==> src/rtl/pix_word_packer.sv <==
// Packs four raster-order pixels into 32-bit words tagged with end-of-row/end-of-frame, queued in a show-ahead FIFO.
// Latency: word written at the 4th pixel's edge; o_valid rises the next cycle when the FIFO was empty.
// Backpressure: input cannot stall; a word arriving at a full FIFO with no pop is dropped and sets sticky o_ovf.
module pix_word_packer #(
    parameter int IMG_W      = 256,
    parameter int IMG_H      = 256,
    parameter int FIFO_DEPTH = 16
) (
    input  logic                          clk,
    input  logic                          reset_n,
    input  logic                          i_strb,
    input  logic [7:0]                    i_data,
    output logic                          o_valid,
    input  logic                          o_ready,
    output logic [31:0]                   o_data,
    output logic                          o_eol,
    output logic                          o_eof,
    output logic                          o_ovf,
    output logic [$clog2(FIFO_DEPTH):0]   o_level
);

    localparam int CW = (IMG_W > 1) ? $clog2(IMG_W) : 1;
    localparam int RW = (IMG_H > 1) ? $clog2(IMG_H) : 1;
    localparam int PW = (FIFO_DEPTH > 1) ? $clog2(FIFO_DEPTH) : 1;
    localparam int LW = PW + 1;

    // Entry layout: {eof, eol, data[31:0]}
    typedef logic [33:0] entry_t;

    logic [1:0]    lane;
    logic [CW-1:0] col;
    logic [RW-1:0] row;
    logic [23:0]   asm_word;

    entry_t        mem [FIFO_DEPTH];
    logic [PW-1:0] wr_ptr;
    logic [PW-1:0] rd_ptr;
    logic [LW-1:0] count;
    logic          ovf;

    logic          last_col;
    logic          last_row;
    logic          push;
    logic          pop;
    logic          accept;
    entry_t        push_word;
    entry_t        head;

    // Position tags and push/pop decisions for the current cycle
    always_comb begin
        last_col  = (col == CW'(IMG_W - 1));
        last_row  = (row == RW'(IMG_H - 1));
        push      = i_strb && (lane == 2'd3);
        push_word = {last_col && last_row, last_col, i_data, asm_word};
        pop       = (count != '0) && o_ready;
        // At full, a same-cycle pop frees the slot the push is about to use
        accept    = push && ((count != LW'(FIFO_DEPTH)) || pop);
    end

    // Lane counter, assembly bytes and raster position; advance on every strobe even when a word is dropped
    always_ff @(posedge clk) begin
        if (!reset_n) begin
            lane     <= '0;
            col      <= '0;
            row      <= '0;
            asm_word <= '0;
        end else if (i_strb) begin
            lane <= lane + 2'd1;
            case (lane)
                2'd0:    asm_word[7:0]   <= i_data;
                2'd1:    asm_word[15:8]  <= i_data;
                2'd2:    asm_word[23:16] <= i_data;
                default: ;
            endcase
            if (last_col) begin
                col <= '0;
                row <= last_row ? '0 : row + RW'(1);
            end else begin
                col <= col + CW'(1);
            end
        end
    end

    // FIFO storage; contents need no reset because outputs are gated by o_valid
    always_ff @(posedge clk) begin
        if (accept) begin
            mem[wr_ptr] <= push_word;
        end
    end

    // FIFO pointers, occupancy and sticky overflow flag
    always_ff @(posedge clk) begin
        if (!reset_n) begin
            wr_ptr <= '0;
            rd_ptr <= '0;
            count  <= '0;
            ovf    <= 1'b0;
        end else begin
            if (accept) begin
                wr_ptr <= wr_ptr + PW'(1);
            end
            if (pop) begin
                rd_ptr <= rd_ptr + PW'(1);
            end
            if (accept && !pop) begin
                count <= count + LW'(1);
            end else if (pop && !accept) begin
                count <= count - LW'(1);
            end
            if (push && !accept) begin
                ovf <= 1'b1;
            end
        end
    end

    // Show-ahead outputs driven from registered state only; zeroed while empty
    always_comb begin
        head    = mem[rd_ptr];
        o_valid = (count != '0);
        o_data  = o_valid ? head[31:0] : 32'h0;
        o_eol   = o_valid && head[32];
        o_eof   = o_valid && head[33];
        o_ovf   = ovf;
        o_level = count;
    end

endmodule

==> config.mk <==
export PLATFORM = sky130hd
export DESIGN_NAME = pix_word_packer
export DESIGN_NICKNAME = d
export VERILOG_FILES = /design/src/rtl/pix_word_packer.sv
export SDC_FILE = /design/constraint.sdc
export NUM_CORES = 1
export LEC_CHECK = 0
export CAP_MARGIN = 20
export CORE_UTILIZATION = 60
export CTS_BUF_LIST = sky130_fd_sc_hd__clkbuf_8
export DETAILED_ROUTE_END_ITERATION = 6
export GPL_TIMING_DRIVEN = 0
export PLACE_DENSITY = 0.78
export SKIP_LAST_GASP = 1
export SYNTH_ARGS = -nofsm -noshare
export SYNTH_HDL_FRONTEND = slang
export SYNTH_SLANG_ARGS = --single-unit
==> constraint.sdc <==
create_clock -name clk -period 5.07 [get_ports clk]
set_input_delay 0.7605 -clock clk [delete_from_list [all_inputs] [get_ports clk]]
set_output_delay 0.7605 -clock clk [all_outputs]
set_load 0.01 [all_outputs]
==> Word level (Yosys, flattened, before mapping) <==
Memory sizes are Yosys's and may differ from the RTL's. A register that Yosys moved wholly into a read port is not among the register bits.
Index checks and enable logic that the tools add are counted.
{ "op_classes": {"n_eq_ne": 6, "n_reduce_logical": 19, "add_sub_neg": 7, "mux": 9} }
{ "ops": {"columns": ["operator", "n"], "rows": [
  ["2-to-1 mux 32 bit", 1],
  ["adder 8 x 1 -> 8 bit, second input constant", 2],
  ["== test 8 bit, second input constant", 2],
  ["2-to-1 mux 8 bit", 2],
  ["2-to-1 mux 5 bit", 2],
  ["logical AND 1 bit", 9],
  ["adder 4 x 1 -> 4 bit, second input constant", 2],
  ["2-to-1 mux 4 bit", 2],
  ["AND reduction 2 bit", 4],
  ["adder 5 x 1 -> 5 bit, second input constant", 1],
  ["inequality test 5 bit, second input constant", 1],
  ["nonzero test 5 bit", 1],
  ["subtractor 5 x 1 -> 5 bit, second input constant", 1],
  ["== test 2 bit, second input constant", 2],
  ["adder 2 x 1 -> 2 bit, second input constant", 1],
  ["== test 2 x 1 -> 1 bit, second input constant", 1],
  ["logical NOT 1 bit", 2],
  ["logical NOT 2 bit", 1],
  ["2-to-1 mux 1 bit", 2],
  ["nonzero test 2 bit", 1],
  ["logical OR 1 bit", 1]
]} }
{ "totals": {"output_inout_bits": 41, "in_bits": 12, "n_memories": 1, "reg_bits": 56, "mem_bits_rw": 544, "elab_cells": 52} }
{ "memory_table": {"columns": ["memory", "depth", "width", "read_ports", "rd_clocked_by_memory_dff", "wr", "line_no", "rtl"], "rows": [
  ["mem", 16, 34, 1, 1, 1, "35", "entry_t mem [FIFO_DEPTH];"]
]} }

==> Logic depth before layout (Yosys ltp) <==
Gate-level depths: netlist of run 1.
{ "depth": {"depth_word": 8, "ltp_mapped": 11, "mapped_depth_nobuf": 10} }

==> Least setup slack after synthesis of run 1 <==
OpenSTA, ideal clock, no wires.
{ "synth_timing": {"kind": "input port to flip-flop", "from": "input i_strb", "to": "memory mem[0][0] (netlist bit) (enable)", "path_stages": 6, "setup_slack_ps": 571, "arrival_ps": 4031, "setup_time_ps": 467, "n_path_buf": 2, "required_time_ps": 4603, "cell_sequence": "clkbuf_1 > and2_1 > o21a_1 > clkbuf_1 > nand2_1 > nor3_1"} }
{ "synth_via": {"elab_chain_cells": 4} }
{ "synth_rtl": {"columns": ["item", "line_no", "rtl"], "rows": [
  ["from (decl)", "11", "input logic i_strb,"],
  ["logical AND 1 bit", "53", "push = i_strb && (lane == 2'd3);"],
  ["logical AND 1 bit", "57", "accept = push && ((count != LW'(FIFO_DEPTH)) || pop);"],
  ["named net accept", "45", "logic accept;"],
  ["2-to-1 mux 1 bit", "86", "if (accept) begin"],
  ["2-to-1 mux 1 bit (implied by the code)", "87", "mem[wr_ptr] <= push_word;"],
  ["to (decl)", "35", null]
]} }
The timed path passes the listed nets, and every way through them passes these cells.

==> metrics.md, run 1 <==
| Metric | Value |
|---|---|
| Outcome | `completed` |
| Final setup vio count | `0` |
| Max Buffers Root-to-Sink | `3` |
| HPWL after detailed placement | `31,550 um` |
| Path type of the worst setup path | `register to output pin` |
| Max-cap violation count | `0` |
| Power Density | `approximately 430 nW/um^2` |
| Hold crit path type | `register to register` |
| Clock Pin Slew Worst Setup and Hold Paths | `approximately 0.060 ns` |
| Tmin final | `about 4.8 ns` |
| Vias per cell | `between 6 and 7` |
| Die Ht | `199.3 um` |
| Final non-filler cell total | `between 1,500 and 2,000` |
| Hold Violations, Final | `0` |
| DRC Markers | `0` |
| Area added between synthesis and finish | `14.49%` |
| Num Clock Sinks | `slightly above 600` |
| Net Count, Synth | `approximately 1,200` |
| Port buffer count | `50` |
| CTS Buf Count | `slightly below 90` |
| Req. time, crit path | `4.31 ns` |
| Global-route usage over all layers | `0.2653` |
| Worst R2R Setup Slack | `around 1.9 ns` |
| Placed instance count | `1,749` |
| Top FF cell, synth | `edfxtp_1` |
| Syn avg cell area | `approximately 20 sq um` |
| Die Width | `~200 um` |
| Pwr Total | `~12 mW` |
| Number of synthesized register bits | `between 600 and 700` |
| Placer congestion estimate | `a little under 0.8` |
| Clock Skews | `around 0.033 ns` |
| Fillers | `roughly 2,300` |
| Layout cells sized above 1 | `0.2564` |
| Total number of vias | `~12,000` |
| Yosys warns | `0` |
| Post-CTS Hold Buffers | `0` |
| Worst r2r src | `lane[0]` |
| Reg area | `17,540 sq um` |
| Post-route antenna net violation count | `0` |
| Commonest non-fill, non-tap cell in the layout | `edfxtp_1` |
| Initial antenna violation count | `1` |
| Root buf cell | `clkbuf_8` |
| Largest net degree at the start of global routing | `22` |
| Share of synthesized flip-flops with an asynchronous set or reset | `0` |
| Cells on worst reg2reg path | `8` |
| TritonCTS clock tree | `built` |
| Top-area cell type share of the netlist area | `0.6994` |
| Core Footprint | `38,020 sq um` |
| Worst-margin pin slew | `roughly 1.1 ns` |
| Post-synth EDFFs | `~540` |
| Seq/Total Area, Yosys | `0.7508` |
| Wire per inst | `approximately 26 um` |
| CP Capture Type | `output pin` |
| Initial DRC count | `~1,300` |
| Top-Level Pins | `53` |
| Setup crit start kind | `register` |
| Post-Synthesis Cells | `about 1,200` |
| Slew margin rel. | `0.2695` |
| Post-CTS Repair Setup Buffers | `0` |
| WP data arrival | `4.08 ns` |
| Critical Path End | `o_data[15]` |
| Leakage power | `just under 9 nW` |
| Layout Nets | `around 1,400` |
| Critical path fanouts, max | `10` |
| Post-synth top area cell | `edfxtp_1` |
| Rows | `approximately 70` |
| Worst vdd ir | `between 0.0003 and 0.0004 V` |
| Die area | `just under 40,000 sq um` |
| Slew Limit Fails | `0` |
| DR pass1 iterations | `5` |
| RSZ-0062 raised after global routing | `no` |
| Most frequent cells in the layout | `544 x edfxtp_1, 136 x mux4_2, 103 x clkbuf_8` |
| Mapped Area | `approximately 23,000 sq um` |
| Vias in the first global route | `between 10,000 and 15,000` |
| Final WL | `~50,000 um` |
| Initial cell density of the core | `0.6143` |
| Reg-to-Reg End | `mem[1][18]` |
| Post-cts sizing count | `0` |
| Area of the multi-input gates | `5583 sq um` |
| Most area-consuming cells after synthesis | `edfxtp_1 70%, mux4_2 13%, dfxtp_1 5.1%` |
| Fmax | `about 0.21 GHz` |
| Skew-Pair Late Insertion Delay | `between 0.6 and 0.7 ns` |
| Cell variety after synth | `48` |
| First-pass GRT wire length | `74,890 um` |
| Max H-tree Level | `3` |
| Final period util | `0.9555` |
| GRT overflow | `0` |
-- cell usage after synthesis, types with 3 or more instances --
cell type,count
edfxtp_1,544
mux4_2,136
dfxtp_1,60
nand2_1,45
nor2_1,41
nand3_1,35
mux2_2,34
a21oi_1,33
a221o_1,30
clkbuf_1,24
and2b_1,21
buf_2,20
ha_1,16
buf_1,14
nor2b_1,13
inv_1,9
nor3_1,9
xnor2_1,8
xor2_1,8
mux2i_1,6
nand4_1,5
a221o_2,4
nand2b_1,4
o21a_1,4
o21ai_0,4
a31oi_1,3
buf_8,3
or3_1,3
-- flip-flops by register name, indices dropped and copies added, names as in the netlist, named ones only --
signal	count
asm_word	24
wr_ptr	4
row	8
rd_ptr	4
lane	2
col	8
o_level	5
o_ovf	1
mem	544
-- per-layer routing --
layer,wire [um],GRT usage
met1,19850,0.3747
met2,24250,0.4109
met3,4414,0.05553
met4,1430,0.1051
met5,0,0
-- worst min path at each step --
stage	end	slack, ns	start	cells after the start
2_1_floorplan	row[7]	0.46	row[7]	2
3_3_place_gp	o_ovf	0.45	o_ovf	1
3_5_place_dp	o_ovf	0.46	o_ovf	1
4_1_cts	o_ovf	0.48	o_ovf	1
5_1_grt	o_ovf	0.50	o_ovf	1
6_report	o_ovf	0.48	o_ovf	1
-- power breakdown --
part | total (mW) | switching (mW) | internal, mW
clock network | 3.66 | 1.77 | 1.89
logic | 2.43 | 1.16 | 1.27
registers | 5.54 | 0.0837 | 5.46
-- cells by family (layout without fill, tap and decap cells) --
family / Yosys count / in the layout / share of synthesized area
AND/OR/NAND/NOR: 189 / 189 / 0.04125
flip-flops: 604 / 604 / 0.7508
AO/OA/AOI/OAI: 85 / 85 / 0.02753
adder cells (fa/ha/maj): 17 / 17 / 0.009428
XOR/XNOR: 16 / 16 / 0.006000
other: 0 / 2 / 0
multiplexers: 176 / 176 / 0.1501
buffers and inverters: 73 / 317 / 0.01489
-- final cells by class --
| cell class | count | area share |
|---|---|---|
| Multi-Input combinational cell | 483 | 0.2088 |
| Clock inverter | 60 | 0.009732 |
| Clock buffer | 103 | 0.05301 |
| Tap cell | 511 | 0.02391 |
| Inverter | 10 | 0.001404 |
| Sequential cell | 604 | 0.6558 |
| Antenna cell | 2 | 0.0001872 |
| Timing Repair Buffer | 81 | 0.03561 |
| Buffer | 63 | 0.01160 |
-- worst max-delay path: stages (launching register included) --
cell             delay, ns
dfxtp_1               0.29
clkbuf_1              0.24
clkbuf_1              0.40
nor2_1                0.95
clkbuf_1              0.66
a221o_1               0.35
clkdlybuf4s50_1       0.55
-- through the flow --
stage	worst slack [ns]	cell area (sq um)	util	hold slack, ns	setup TNS [ns]
after floorplan	0.5712	23360	-	0.4576	0
after global placement	-2.574	24500	0.6443	0.4531	-439.93
after detailed placement	0.9720	25020	0.6581	0.4633	0
after CTS	0.2815	26700	0.7022	0.4815	0
after global routing	0.1005	26740	0.7033	0.4954	0
final	0.2254	26740	0.7033	0.4766	0
Power figures use the tool's default switching activity.
==> run 2: changes to the inputs <==
--- a/config.mk
+++ b/config.mk
@@ -9,6 +9,7 @@
 export CORE_UTILIZATION = 60
 export CTS_BUF_LIST = sky130_fd_sc_hd__clkbuf_8
 export DETAILED_ROUTE_END_ITERATION = 6
+export GPL_ROUTABILITY_DRIVEN = 0
 export GPL_TIMING_DRIVEN = 0
 export PLACE_DENSITY = 0.78
 export SKIP_LAST_GASP = 1
==> results of run 2 <==
Final layout, timing and power as in run 1 (identical DEF).
